### config.mk
export PLATFORM = sky130hd
export DESIGN_NAME = cdb_arbiter_flat
export DESIGN_NICKNAME = d
export VERILOG_FILES = /design/src/rtl/cdb_arbiter_pkg.sv /design/src/rtl/cdb_arbiter_if.sv /design/src/rtl/cdb_arbiter_result_fifo.sv /design/src/rtl/cdb_arbiter.sv /design/src/flat_wrapper.sv
export SDC_FILE = /design/constraint.sdc
export NUM_CORES = 1
export LEC_CHECK = 0
export CORE_ASPECT_RATIO = 1.75
export CORE_MARGIN = 2
export CORE_UTILIZATION = 28
export DETAILED_ROUTE_END_ITERATION = 7
export GPL_TIMING_DRIVEN = 1
export PLACE_DENSITY = 0.48
export SLEW_MARGIN = 0
export SYNTH_ARGS = -nofsm -noshare
export SYNTH_HDL_FRONTEND = slang
export SYNTH_SLANG_ARGS = --single-unit
### constraint.sdc
create_clock -name clk -period 25.1 [get_ports clk]
set_clock_uncertainty 0.2 [all_clocks]
set_input_delay 6.275 -clock clk [delete_from_list [all_inputs] [get_ports clk]]
set_output_delay 6.275 -clock clk [all_outputs]
set_load 0.1 [all_outputs]
### src/rtl/cdb_arbiter_pkg.sv
// Shared constants for the common-data-bus arbiter: ROB geometry and the
// source IDs that appear on cdb_src.
package cdb_arbiter_pkg;

  localparam int ROB_POS_WID = 4;
  localparam int ROB_SIZE    = 1 << ROB_POS_WID;

  typedef enum logic {
    CDB_SRC_ALU = 1'b0,
    CDB_SRC_LSB = 1'b1
  } cdb_src_e;

  // Payload widths of the two per-source queues.
  function automatic int alu_entry_w(input int rob_w);
    return rob_w + 65;  // rob_pos + val + pc + jump
  endfunction

  function automatic int lsb_entry_w(input int rob_w);
    return rob_w + 32;  // rob_pos + val
  endfunction

endpackage

### src/rtl/cdb_arbiter_if.sv
// Bundle of the arbiter's control, source handshakes and broadcast bus.
// master = the side driving results in (execution units / ROB control),
// slave  = the arbiter itself.
interface cdb_arbiter_if #(parameter int ROB_W = 4);

  logic             rdy;
  logic             rollback;

  logic             alu_valid;
  logic             alu_ready;
  logic [ROB_W-1:0] alu_rob_pos;
  logic [31:0]      alu_val;
  logic             alu_jump;
  logic [31:0]      alu_pc;

  logic             lsb_valid;
  logic             lsb_ready;
  logic [ROB_W-1:0] lsb_rob_pos;
  logic [31:0]      lsb_val;

  logic             cdb_valid;
  logic             cdb_src;
  logic [ROB_W-1:0] cdb_rob_pos;
  logic [31:0]      cdb_val;
  logic             cdb_jump;
  logic [31:0]      cdb_pc;

  modport master (
    output rdy, rollback,
    output alu_valid, alu_rob_pos, alu_val, alu_jump, alu_pc,
    input  alu_ready,
    output lsb_valid, lsb_rob_pos, lsb_val,
    input  lsb_ready,
    input  cdb_valid, cdb_src, cdb_rob_pos, cdb_val, cdb_jump, cdb_pc
  );

  modport slave (
    input  rdy, rollback,
    input  alu_valid, alu_rob_pos, alu_val, alu_jump, alu_pc,
    output alu_ready,
    input  lsb_valid, lsb_rob_pos, lsb_val,
    output lsb_ready,
    output cdb_valid, cdb_src, cdb_rob_pos, cdb_val, cdb_jump, cdb_pc
  );

endinterface

### src/rtl/cdb_arbiter_result_fifo.sv
// Small FIFO holding completed results of one source. en=0 freezes every
// register; flush empties the queue. Push while full and pop while empty
// are ignored.
module result_fifo #(
  parameter int W     = 8,
  parameter int DEPTH = 2
) (
  input  logic         clk,
  input  logic         rst,
  input  logic         en,
  input  logic         flush,
  input  logic         push,
  input  logic         pop,
  input  logic [W-1:0] din,
  output logic [W-1:0] dout,
  output logic         full,
  output logic         empty
);

  localparam int AW = $clog2(DEPTH);
  localparam logic [AW:0] FULL_CNT = (AW+1)'(DEPTH);

  logic [W-1:0]  r_mem [DEPTH];
  logic [AW-1:0] r_wr_ptr;
  logic [AW-1:0] r_rd_ptr;
  logic [AW:0]   r_cnt;

  logic w_push;
  logic w_pop;
  logic w_act;

  assign full   = (r_cnt == FULL_CNT);
  assign empty  = (r_cnt == '0);
  assign w_act  = en && !flush;
  assign w_push = w_act && push && !full;
  assign w_pop  = w_act && pop && !empty;
  assign dout   = r_mem[r_rd_ptr];

  // Pointer/count bookkeeping; pointers wrap modulo DEPTH.
  always_ff @(posedge clk) begin
    if (rst) begin
      r_wr_ptr <= '0;
      r_rd_ptr <= '0;
      r_cnt    <= '0;
    end else if (en) begin
      if (flush) begin
        r_wr_ptr <= '0;
        r_rd_ptr <= '0;
        r_cnt    <= '0;
      end else begin
        if (w_push) r_wr_ptr <= r_wr_ptr + 1'b1;
        if (w_pop)  r_rd_ptr <= r_rd_ptr + 1'b1;
        case ({w_push, w_pop})
          2'b10:   r_cnt <= r_cnt + 1'b1;
          2'b01:   r_cnt <= r_cnt - 1'b1;
          default: r_cnt <= r_cnt;
        endcase
      end
    end
  end

  // Storage needs no reset: entries are only read once counted valid.
  always_ff @(posedge clk) begin
    if (!rst && w_push) r_mem[r_wr_ptr] <= din;
  end

endmodule

### src/rtl/cdb_arbiter.sv
// Common-data-bus arbiter: per-source result queues for ALU and LSB, a
// round-robin grant between them, and a registered single-result broadcast.
// Priority: rst > !rdy > rollback > normal operation.
module cdb_arbiter
  import cdb_arbiter_pkg::*;
#(
  parameter int FIFO_DEPTH = 2,
  parameter int ROB_W      = ROB_POS_WID
) (
  input logic          clk,
  input logic          rst,
  cdb_arbiter_if.slave bus
);

  localparam int ALU_W = alu_entry_w(ROB_W);
  localparam int LSB_W = lsb_entry_w(ROB_W);

  logic [ALU_W-1:0] w_alu_din, w_alu_dout;
  logic [LSB_W-1:0] w_lsb_din, w_lsb_dout;
  logic             w_alu_full, w_alu_empty;
  logic             w_lsb_full, w_lsb_empty;
  logic             w_gnt_alu, w_gnt_lsb;

  logic             r_valid;
  cdb_src_e         r_src;
  logic [ROB_W-1:0] r_rob_pos;
  logic [31:0]      r_val;
  logic             r_jump;
  logic [31:0]      r_pc;
  cdb_src_e         r_last_grant;

  assign w_alu_din = {bus.alu_jump, bus.alu_pc, bus.alu_val, bus.alu_rob_pos};
  assign w_lsb_din = {bus.lsb_val, bus.lsb_rob_pos};

  // Ready comes from registered occupancy only, never from a same-cycle pop.
  assign bus.alu_ready = !w_alu_full;
  assign bus.lsb_ready = !w_lsb_full;

  // Round-robin on queue contents: a lone non-empty source wins, otherwise
  // the source that did not win last time.
  assign w_gnt_alu = !w_alu_empty && (w_lsb_empty || r_last_grant == CDB_SRC_LSB);
  assign w_gnt_lsb = !w_lsb_empty && !w_gnt_alu;

  result_fifo #(.W(ALU_W), .DEPTH(FIFO_DEPTH)) u_alu_q (
    .clk   (clk),
    .rst   (rst),
    .en    (bus.rdy),
    .flush (bus.rollback),
    .push  (bus.alu_valid),
    .pop   (w_gnt_alu),
    .din   (w_alu_din),
    .dout  (w_alu_dout),
    .full  (w_alu_full),
    .empty (w_alu_empty)
  );

  result_fifo #(.W(LSB_W), .DEPTH(FIFO_DEPTH)) u_lsb_q (
    .clk   (clk),
    .rst   (rst),
    .en    (bus.rdy),
    .flush (bus.rollback),
    .push  (bus.lsb_valid),
    .pop   (w_gnt_lsb),
    .din   (w_lsb_din),
    .dout  (w_lsb_dout),
    .full  (w_lsb_full),
    .empty (w_lsb_empty)
  );

  // Broadcast register and round-robin state; payload holds when idle.
  always_ff @(posedge clk) begin
    if (rst) begin
      r_valid      <= 1'b0;
      r_src        <= CDB_SRC_ALU;
      r_rob_pos    <= '0;
      r_val        <= '0;
      r_jump       <= 1'b0;
      r_pc         <= '0;
      r_last_grant <= CDB_SRC_LSB;
    end else if (bus.rdy) begin
      if (bus.rollback) begin
        r_valid <= 1'b0;
      end else if (w_gnt_alu) begin
        r_valid      <= 1'b1;
        r_src        <= CDB_SRC_ALU;
        r_rob_pos    <= w_alu_dout[ROB_W-1:0];
        r_val        <= w_alu_dout[ROB_W +: 32];
        r_pc         <= w_alu_dout[ROB_W+32 +: 32];
        r_jump       <= w_alu_dout[ALU_W-1];
        r_last_grant <= CDB_SRC_ALU;
      end else if (w_gnt_lsb) begin
        r_valid      <= 1'b1;
        r_src        <= CDB_SRC_LSB;
        r_rob_pos    <= w_lsb_dout[ROB_W-1:0];
        r_val        <= w_lsb_dout[ROB_W +: 32];
        r_pc         <= '0;
        r_jump       <= 1'b0;
        r_last_grant <= CDB_SRC_LSB;
      end else begin
        r_valid <= 1'b0;
      end
    end
  end

  assign bus.cdb_valid   = r_valid;
  assign bus.cdb_src     = r_src;
  assign bus.cdb_rob_pos = r_rob_pos;
  assign bus.cdb_val     = r_val;
  assign bus.cdb_jump    = r_jump;
  assign bus.cdb_pc      = r_pc;

endmodule
### src/flat_wrapper.sv
// flat-port wrapper written by rule: the top's interface ports become plain ports
module cdb_arbiter_flat import cdb_arbiter_pkg::*;
#(
  parameter int FIFO_DEPTH = 2,
  parameter int ROB_W      = ROB_POS_WID
)
  (clk, rst, bus_rdy, bus_rollback, bus_alu_valid, bus_alu_rob_pos, bus_alu_val, bus_alu_jump, bus_alu_pc, bus_alu_ready, bus_lsb_valid, bus_lsb_rob_pos, bus_lsb_val, bus_lsb_ready, bus_cdb_valid, bus_cdb_src, bus_cdb_rob_pos, bus_cdb_val, bus_cdb_jump, bus_cdb_pc);
  cdb_arbiter_if #(.ROB_W(ROB_W)) bus_i ();
  input logic clk;
  input logic rst;
  input wire logic [$bits(bus_i.rdy)-1:0] bus_rdy;
  input wire logic [$bits(bus_i.rollback)-1:0] bus_rollback;
  input wire logic [$bits(bus_i.alu_valid)-1:0] bus_alu_valid;
  input wire logic [$bits(bus_i.alu_rob_pos)-1:0] bus_alu_rob_pos;
  input wire logic [$bits(bus_i.alu_val)-1:0] bus_alu_val;
  input wire logic [$bits(bus_i.alu_jump)-1:0] bus_alu_jump;
  input wire logic [$bits(bus_i.alu_pc)-1:0] bus_alu_pc;
  output wire logic [$bits(bus_i.alu_ready)-1:0] bus_alu_ready;
  input wire logic [$bits(bus_i.lsb_valid)-1:0] bus_lsb_valid;
  input wire logic [$bits(bus_i.lsb_rob_pos)-1:0] bus_lsb_rob_pos;
  input wire logic [$bits(bus_i.lsb_val)-1:0] bus_lsb_val;
  output wire logic [$bits(bus_i.lsb_ready)-1:0] bus_lsb_ready;
  output wire logic [$bits(bus_i.cdb_valid)-1:0] bus_cdb_valid;
  output wire logic [$bits(bus_i.cdb_src)-1:0] bus_cdb_src;
  output wire logic [$bits(bus_i.cdb_rob_pos)-1:0] bus_cdb_rob_pos;
  output wire logic [$bits(bus_i.cdb_val)-1:0] bus_cdb_val;
  output wire logic [$bits(bus_i.cdb_jump)-1:0] bus_cdb_jump;
  output wire logic [$bits(bus_i.cdb_pc)-1:0] bus_cdb_pc;
  assign bus_i.rdy = bus_rdy;
  assign bus_i.rollback = bus_rollback;
  assign bus_i.alu_valid = bus_alu_valid;
  assign bus_i.alu_rob_pos = bus_alu_rob_pos;
  assign bus_i.alu_val = bus_alu_val;
  assign bus_i.alu_jump = bus_alu_jump;
  assign bus_i.alu_pc = bus_alu_pc;
  assign bus_alu_ready = bus_i.alu_ready;
  assign bus_i.lsb_valid = bus_lsb_valid;
  assign bus_i.lsb_rob_pos = bus_lsb_rob_pos;
  assign bus_i.lsb_val = bus_lsb_val;
  assign bus_lsb_ready = bus_i.lsb_ready;
  assign bus_cdb_valid = bus_i.cdb_valid;
  assign bus_cdb_src = bus_i.cdb_src;
  assign bus_cdb_rob_pos = bus_i.cdb_rob_pos;
  assign bus_cdb_val = bus_i.cdb_val;
  assign bus_cdb_jump = bus_i.cdb_jump;
  assign bus_cdb_pc = bus_i.cdb_pc;
  cdb_arbiter #(.FIFO_DEPTH(FIFO_DEPTH), .ROB_W(ROB_W)) u_core (.clk(clk), .rst(rst), .bus(bus_i));
endmodule
**Word level (Yosys, flattened, before mapping)**

Memory sizes are Yosys's and may differ from the RTL's. A register that Yosys moved wholly into a read port is not among the register bits.
Cells that the tools add are included.

- Flip-flop bits (word level): 80
- Word-level logic and storage cells: 100
- Output and inout bits: 73
- Memories: 2
- RAM bits: 210
- Input port bits: 111

Memories:

| name | words | width | read ports | clocked after memory_dff | write ports | RTL line | source |
|---|---|---|---|---|---|---|---|
| u_core.u_alu_q.r_mem | 2 | 69 | 1 | 1 | 1 | cdb_arbiter_result_fifo.sv:23 | `logic [W-1:0] r_mem [DEPTH];` |
| u_core.u_lsb_q.r_mem | 2 | 36 | 1 | 1 | 1 | cdb_arbiter_result_fifo.sv:23 |  |

- Bitwise logic cells: 1
- Add/sub/neg operators: 8
- Equal/unequal tests: 6
- Reductions and logical operators: 37
- Multiplexer cells: 33

Operators by type and width:

| cell | count |
|---|---|
| $mux W32 | 4 |
| $mux W1 | 23 |
| $logic_and A1 B1 Y1 | 13 |
| $reduce_and A2 Y1 | 6 |
| $reduce_bool A2 Y1 | 5 |
| $eq A2 B2 Y1 const B | 4 |
| $mux W4 | 2 |
| $pmux W2 S2 | 2 |
| $logic_not A1 Y1 | 7 |
| $reduce_bool A3 Y1 | 2 |
| $add A1 B1 Y1 const B | 4 |
| $add A2 B1 Y2 const B | 2 |
| $eq A2 B1 Y1 const B | 2 |
| $logic_not A2 Y1 | 2 |
| $mux W2 | 2 |
| $sub A2 B1 Y2 const B | 2 |
| $reduce_and A3 Y1 | 1 |
| $logic_or A1 B1 Y1 | 1 |
| $not A1 Y1 | 1 |

**Logic depth before layout (Yosys ltp)**

- Depth in word-level cells: 11
- Depth in mapped cells: 7
- Mapped depth without buffers: 4

**Hierarchy**

From an unflattened synthesis, not the netlist that was laid out.

- Cells, all modules: 782
- Area total of the unflattened synthesis: 11,254.5 µm²

Modules (own cells, without submodules):

| module | seq. area each (µm²) | cells each | times used | area an instance (µm²) |
|---|---|---|---|---|
| result_fifo (u_core.u_alu_q) | 4,244.1 | 255 | 1 | 5,302.6 |
| cdb_arbiter | 1,441.4 | 375 | 1 | 3,024.2 |
| result_fifo (u_core.u_lsb_q) | 2,262.2 | 152 | 1 | 2,927.8 |

**Least setup slack after synthesis**

OpenSTA, ideal clock, no wires.

- Kind: input port to flip-flop
- From: input bus_rdy
- To: memory u_core.u_alu_q.r_mem[0][0] (netlist bit), enable pin
- Path buffers: 1
- Data arrival time: 11.649 ns
- Library setup time: 0.597 ns
- Cell stages on the path: 3
- Data required time: 24.303 ns
- Slack: 12.654 ns
- Cells stage by stage: buf_2 -> nand3_1 -> nor3b_1

- Cells in the longest elaborated chain, start to end: 6

Ends and longest elaborated chain:

| element | RTL line | source |
|---|---|---|
| start, declared | flat_wrapper.sv:11 | `input wire logic [$bits(bus_i.rdy)-1:0] bus_rdy;` |
| $logic_and A1 B1 Y1 | cdb_arbiter_result_fifo.sv:34 | `assign w_act = en && !flush;` |
| $logic_and A1 B1 Y1 (2 in a row) | cdb_arbiter_result_fifo.sv:35 | `assign w_push = w_act && push && !full;` |
| $logic_and A1 B1 Y1 | cdb_arbiter_result_fifo.sv:64 | `if (!rst && w_push) r_mem[r_wr_ptr] <= din;` |
| $mux W1 | cdb_arbiter_result_fifo.sv:64 |  |
| $mux W1 (implied by the code) | cdb_arbiter_result_fifo.sv:64 |  |
| end, declared | cdb_arbiter_result_fifo.sv:23 |  |

No other way between the ends.

**Final worst setup path**

- From: register u_core.u_lsb_q.r_cnt[0]
- To: output bus_lsb_ready

- Cells in the longest elaborated chain, start to end: 2

Ends and longest elaborated chain:

| element | RTL line | source |
|---|---|---|
| start, declared | cdb_arbiter_result_fifo.sv:26 | `logic [AW:0] r_cnt;` |
| start signal, assigned | cdb_arbiter_result_fifo.sv:54 | `2'b10: r_cnt <= r_cnt + 1'b1;` |
| start signal, assigned | cdb_arbiter_result_fifo.sv:55 | `2'b01: r_cnt <= r_cnt - 1'b1;` |
| start signal, assigned | cdb_arbiter_result_fifo.sv:56 | `default: r_cnt <= r_cnt;` |
| $eq A2 B2 Y1 | cdb_arbiter_result_fifo.sv:32 | `assign full = (r_cnt == FULL_CNT);` |
| $logic_not A1 Y1 | cdb_arbiter.sv:37 | `assign bus.lsb_ready = !w_lsb_full;` |
| end, declared | flat_wrapper.sv:22 | `output wire logic [$bits(bus_i.lsb_ready)-1:0] bus_lsb_ready;` |

No other way between the ends.

==> run_summary.xml <==
<?xml version="1.0" encoding="UTF-8"?>
<metrics>
  <group name="floorplanning">
    <metric name="die_height" unit="um">260</metric>
    <metric name="design.core.area" unit="mm2">0.0369</metric>
    <metric name="fp.dieArea" unit="mm2">0.0391</metric>
    <metric name="row_count" unit="">93</metric>
    <metric name="design.portCount" unit="">184</metric>
    <metric name="die_w" unit="um">150</metric>
    <metric name="initial_core_util" unit="%">28.4</metric>
  </group>
  <group name="placed_design">
    <metric name="globalplace.congestion" unit="">0.743</metric>
    <metric name="post-place-cells" unit="">1237</metric>
    <metric name="hpwl_after_detailed_placement" unit="um">15400</metric>
    <metric name="port-buffer-count" unit="">183</metric>
  </group>
  <group name="logic_synthesis">
    <metric name="ranking_of_synthesized_cells_by_area" unit="">edfxtp_1 60%, dfxtp_1 16%, mux2i_1 10%</metric>
    <metric name="share_of_the_synthesized_area_in_the_top_cell_type" unit="%">60.1</metric>
    <metric name="yosysSeqAreaShare" unit="%">75.8</metric>
    <metric name="yosysMostFrequentCell" unit="">edfxtp_1</metric>
    <metric name="synth-edff-count" unit="">210</metric>
    <metric name="dominantRegCellSynth" unit="">edfxtp_1</metric>
    <metric name="synthesis.nets" unit="">716</metric>
    <metric name="netlist_instances" unit="">605</metric>
    <metric name="synth-async-reset-ratio" unit="%">0</metric>
    <metric name="yosysWarnings" unit="">0</metric>
    <metric name="synth_largest_area_cell" unit="">edfxtp_1</metric>
    <metric name="synth_seq_cells" unit="">292</metric>
    <metric name="syn_area_per_cell" unit="um2">17.3</metric>
    <metric name="number_of_distinct_library_cells_after_synthesis" unit="">40</metric>
    <metric name="post_synth_most_frequent_cells" unit="">210 x edfxtp_1, 106 x mux2i_1, 82 x dfxtp_1, 36 x a21o_1, 36 x o22ai_1</metric>
    <metric name="synth.cell_area" unit="mm2">0.0105</metric>
  </group>
  <group name="global_routing">
    <metric name="antenna_found_initial" unit="">2</metric>
    <metric name="grt_pass1_vias" unit="">6071</metric>
    <metric name="grt_use_total" unit="%">12.5</metric>
    <metric name="grt_max_degree" unit="">70</metric>
    <metric name="grt_pass1_wl" unit="um">36600</metric>
    <metric name="overflow" unit="">0</metric>
  </group>
  <group name="clocking">
    <metric name="h_tree_levels" unit="">1</metric>
    <metric name="tritoncts_clock_tree" unit="">done</metric>
    <metric name="cts.hold.buffers_added" unit="">0</metric>
    <metric name="cts_setup_buffers" unit="">0</metric>
    <metric name="cts.sinks" unit="">292</metric>
    <metric name="cts-root-to-sink-buffers" unit="">3</metric>
    <metric name="clock_latency_on_the_worst_skew_pair" unit="ns">0.54</metric>
    <metric name="tritoncts.num_buffers" unit="">28</metric>
    <metric name="clock_transition_at_the_register_clock_pins_on_the_worst_setup_and_hold_paths_after_cts" unit="ns">0.06</metric>
    <metric name="post_cts_resized" unit="">0</metric>
    <metric name="cts-root-buf" unit="">clkbuf_16</metric>
  </group>
  <group name="setup_path">
    <metric name="maximum_fanout_along_the_worst_path" unit="">8</metric>
    <metric name="path_buf_inv" unit="">1</metric>
    <metric name="critPathKind" unit="">reg2out</metric>
    <metric name="slowest_stage_cell_on_the_critical_path" unit="">clkdlybuf4s50_1</metric>
    <metric name="type_of_element_launching_the_critical_path" unit="">flop</metric>
    <metric name="cp_data_arrival_time" unit="ns">2.46</metric>
    <metric name="cp_data_required_time" unit="ns">18.62</metric>
    <metric name="cp-end-kind" unit="">output pin</metric>
    <metric name="cp_top_family" unit="">buffers and inverters</metric>
    <metric name="path_cells" unit="">nand2b_1 &gt; clkdlybuf4s50_1</metric>
    <metric name="timing.critical_path.slowest_cell_delay" unit="ns">1.15</metric>
  </group>
  <group name="sta">
    <metric name="setup_violations" unit="">0</metric>
    <metric name="layout_min_cycle_time" unit="ns">8.93</metric>
    <metric name="clock.fmax" unit="GHz">0.112</metric>
    <metric name="final_sum_of_negative_setup_slack" unit="ns">0</metric>
    <metric name="worst_slew_pin_slew" unit="ns">1.09</metric>
    <metric name="max-slew-margin-rel" unit="%">27.3</metric>
    <metric name="report.final.slew_viol_count" unit="">0</metric>
    <metric name="fin_crit_sh" unit="%">35.6</metric>
    <metric name="fin_hold_viols" unit="">0</metric>
    <metric name="grt_setup_unrepaired" unit="">false</metric>
  </group>
  <group name="run">
    <metric name="timing.max_cap.violations" unit="">0</metric>
  </group>
  <group name="cells_and_area">
    <metric name="flip_flop_and_latch_area" unit="mm2">0.00795</metric>
    <metric name="antennaDiodeCount" unit="">0</metric>
    <metric name="finish.cell_count_without_fillers" unit="">1289</metric>
    <metric name="layout.filler_cells" unit="">3502</metric>
    <metric name="num-nets-final" unit="">903</metric>
    <metric name="layout_cell_share_with_drive_strength_beyond_1" unit="%">9.83</metric>
    <metric name="multiInputGateArea" unit="mm2">0.00237</metric>
    <metric name="area_added_between_synthesis_and_finish" unit="%">30.7</metric>
  </group>
  <group name="power">
    <metric name="ir_worst_vdd" unit="mV">0.0455</metric>
    <metric name="power.leakage" unit="nW">4.57</metric>
    <metric name="power_per_cell_area" unit="mW/mm2">72.1</metric>
  </group>
  <group name="detailed_routing">
    <metric name="vias" unit="">5777</metric>
    <metric name="detail_route.first_pass.iterations" unit="">4</metric>
    <metric name="totalWireLength" unit="um">24500</metric>
    <metric name="detailedRoute.firstIterationViolations" unit="">217</metric>
    <metric name="drt_drc_violations_left" unit="">0</metric>
    <metric name="route.detailed.wl_per_inst" unit="um">19.0</metric>
    <metric name="postRouteAntennaNets" unit="">0</metric>
    <metric name="vias_per_cell" unit="">4.48</metric>
  </group>
  <group name="min_path">
    <metric name="hold_path.class" unit="">reg2reg</metric>
  </group>
  <group name="run_status">
    <metric name="run_status" unit="">completed</metric>
  </group>
</metrics>
stage by stage:
stage | setup slack (ns) | area (um2) | power [mW] | utilization, % | hold slack (ns)
after floorplan | 12.65 | 10500 | 0.566 | - | 0.255
after global placement | 16.00 | 12800 | 0.597 | 34.7 | 0.232
after detailed placement | 15.98 | 12800 | 0.597 | 34.7 | 0.245
after CTS | 16.14 | 13700 | 1.00 | 37.1 | 0.260
after global routing | 16.10 | 13700 | 1.02 | 37.1 | 0.273
final | 16.17 | 13700 | 0.988 | 37.1 | 0.252
metal layers:
| metal | share of wire, % | routed length [um] | global-route usage [%] | vias to the layer above |
|---|---|---|---|---|
| met4 | 2.4 | 583 | 4.22 | 4 |
| met2 | 54 | 13300 | 23.4 | 136 |
| met5 | 0.098 | 24 | 0 | - |
| met3 | 4.4 | 1080 | 2.28 | 39 |
| met1 | 39 | 9470 | 13.9 | 2856 |
| li1 | - | - | - | 2742 |
cell families (layout without fill, tap and decap cells):
kind of cell	after synthesis	count (layout)	share of synthesized area, %
buffers and inverters	37	246	1.87
XOR/XNOR	2	2	0.167
AO/OA/AOI/OAI	133	133	9.90
flip-flops	292	292	75.8
AND/OR/NAND/NOR	35	35	2.15
multiplexers	106	106	10.1
state kept, by name, summed over array words and instances (netlist names), 2 cells and up, named ones only:
name / flops
u_core.u_alu_q.r_mem: 138
u_core.u_lsb_q.r_mem: 72
u_core.bus.cdb_pc: 32
u_core.bus.cdb_val: 32
u_core.bus.cdb_rob_pos: 4
u_core.u_alu_q.r_cnt: 2
u_core.u_lsb_q.r_cnt: 2
final timing paths:
path	cells after the start	slack (ns)	to	from
worst max-delay path	2	16.17	bus_lsb_ready	u_core.u_lsb_q.r_cnt[0]$_SDFFE_PP0P_
worst min-delay path	1	0.25	u_core.bus.cdb_rob_pos[0]$_SDFFE_PP0P_	u_core.bus.cdb_rob_pos[0]$_SDFFE_PP0P_
worst max register to register	4	22.57	u_core.u_alu_q.r_mem[1][51]$_DFFE_PP_	u_core.u_alu_q.r_cnt[0]$_SDFFE_PP0P_
worst min register to register	1	0.25	u_core.bus.cdb_rob_pos[0]$_SDFFE_PP0P_	u_core.bus.cdb_rob_pos[0]$_SDFFE_PP0P_
report_power, final:
part           leakage, nW  internal [mW]  switching [mW]  total (mW)
sequential            2.56          0.523         0.00371       0.527
combinational         1.56         0.0248          0.0341      0.0590
clock                0.441          0.229           0.174       0.403
layout make-up:
class / instances / area share, %
multi-input combinational: 276 / 17.3
clock inverter: 9 / 0.338
inverter: 3 / 0.0822
timing repair buffer: 191 / 13.8
clock buffer: 43 / 6.12
tap: 475 / 4.34
sequential: 292 / 58.0
placed cells by master (no fill, tap or decap), types with 9 or more instances in the layout:
cell / count
edfxtp_1: 210
clkdlybuf4s50_1: 183
mux2i_1: 106
dfxtp_1: 80
o22ai_1: 36
a21o_1: 36
clkbuf_16: 29
o2bb2ai_1: 23
o2bb2ai_2: 10
nor2_1: 9
worst register-to-register path, cell delays in order (launching register included):
cell,delay [ns]
dfxtp_1,0.51
nand2b_1,0.21
and2_1,0.19
and3_4,0.19
buf_4,0.81
Note: power is estimated with default switching activity, not from simulation.
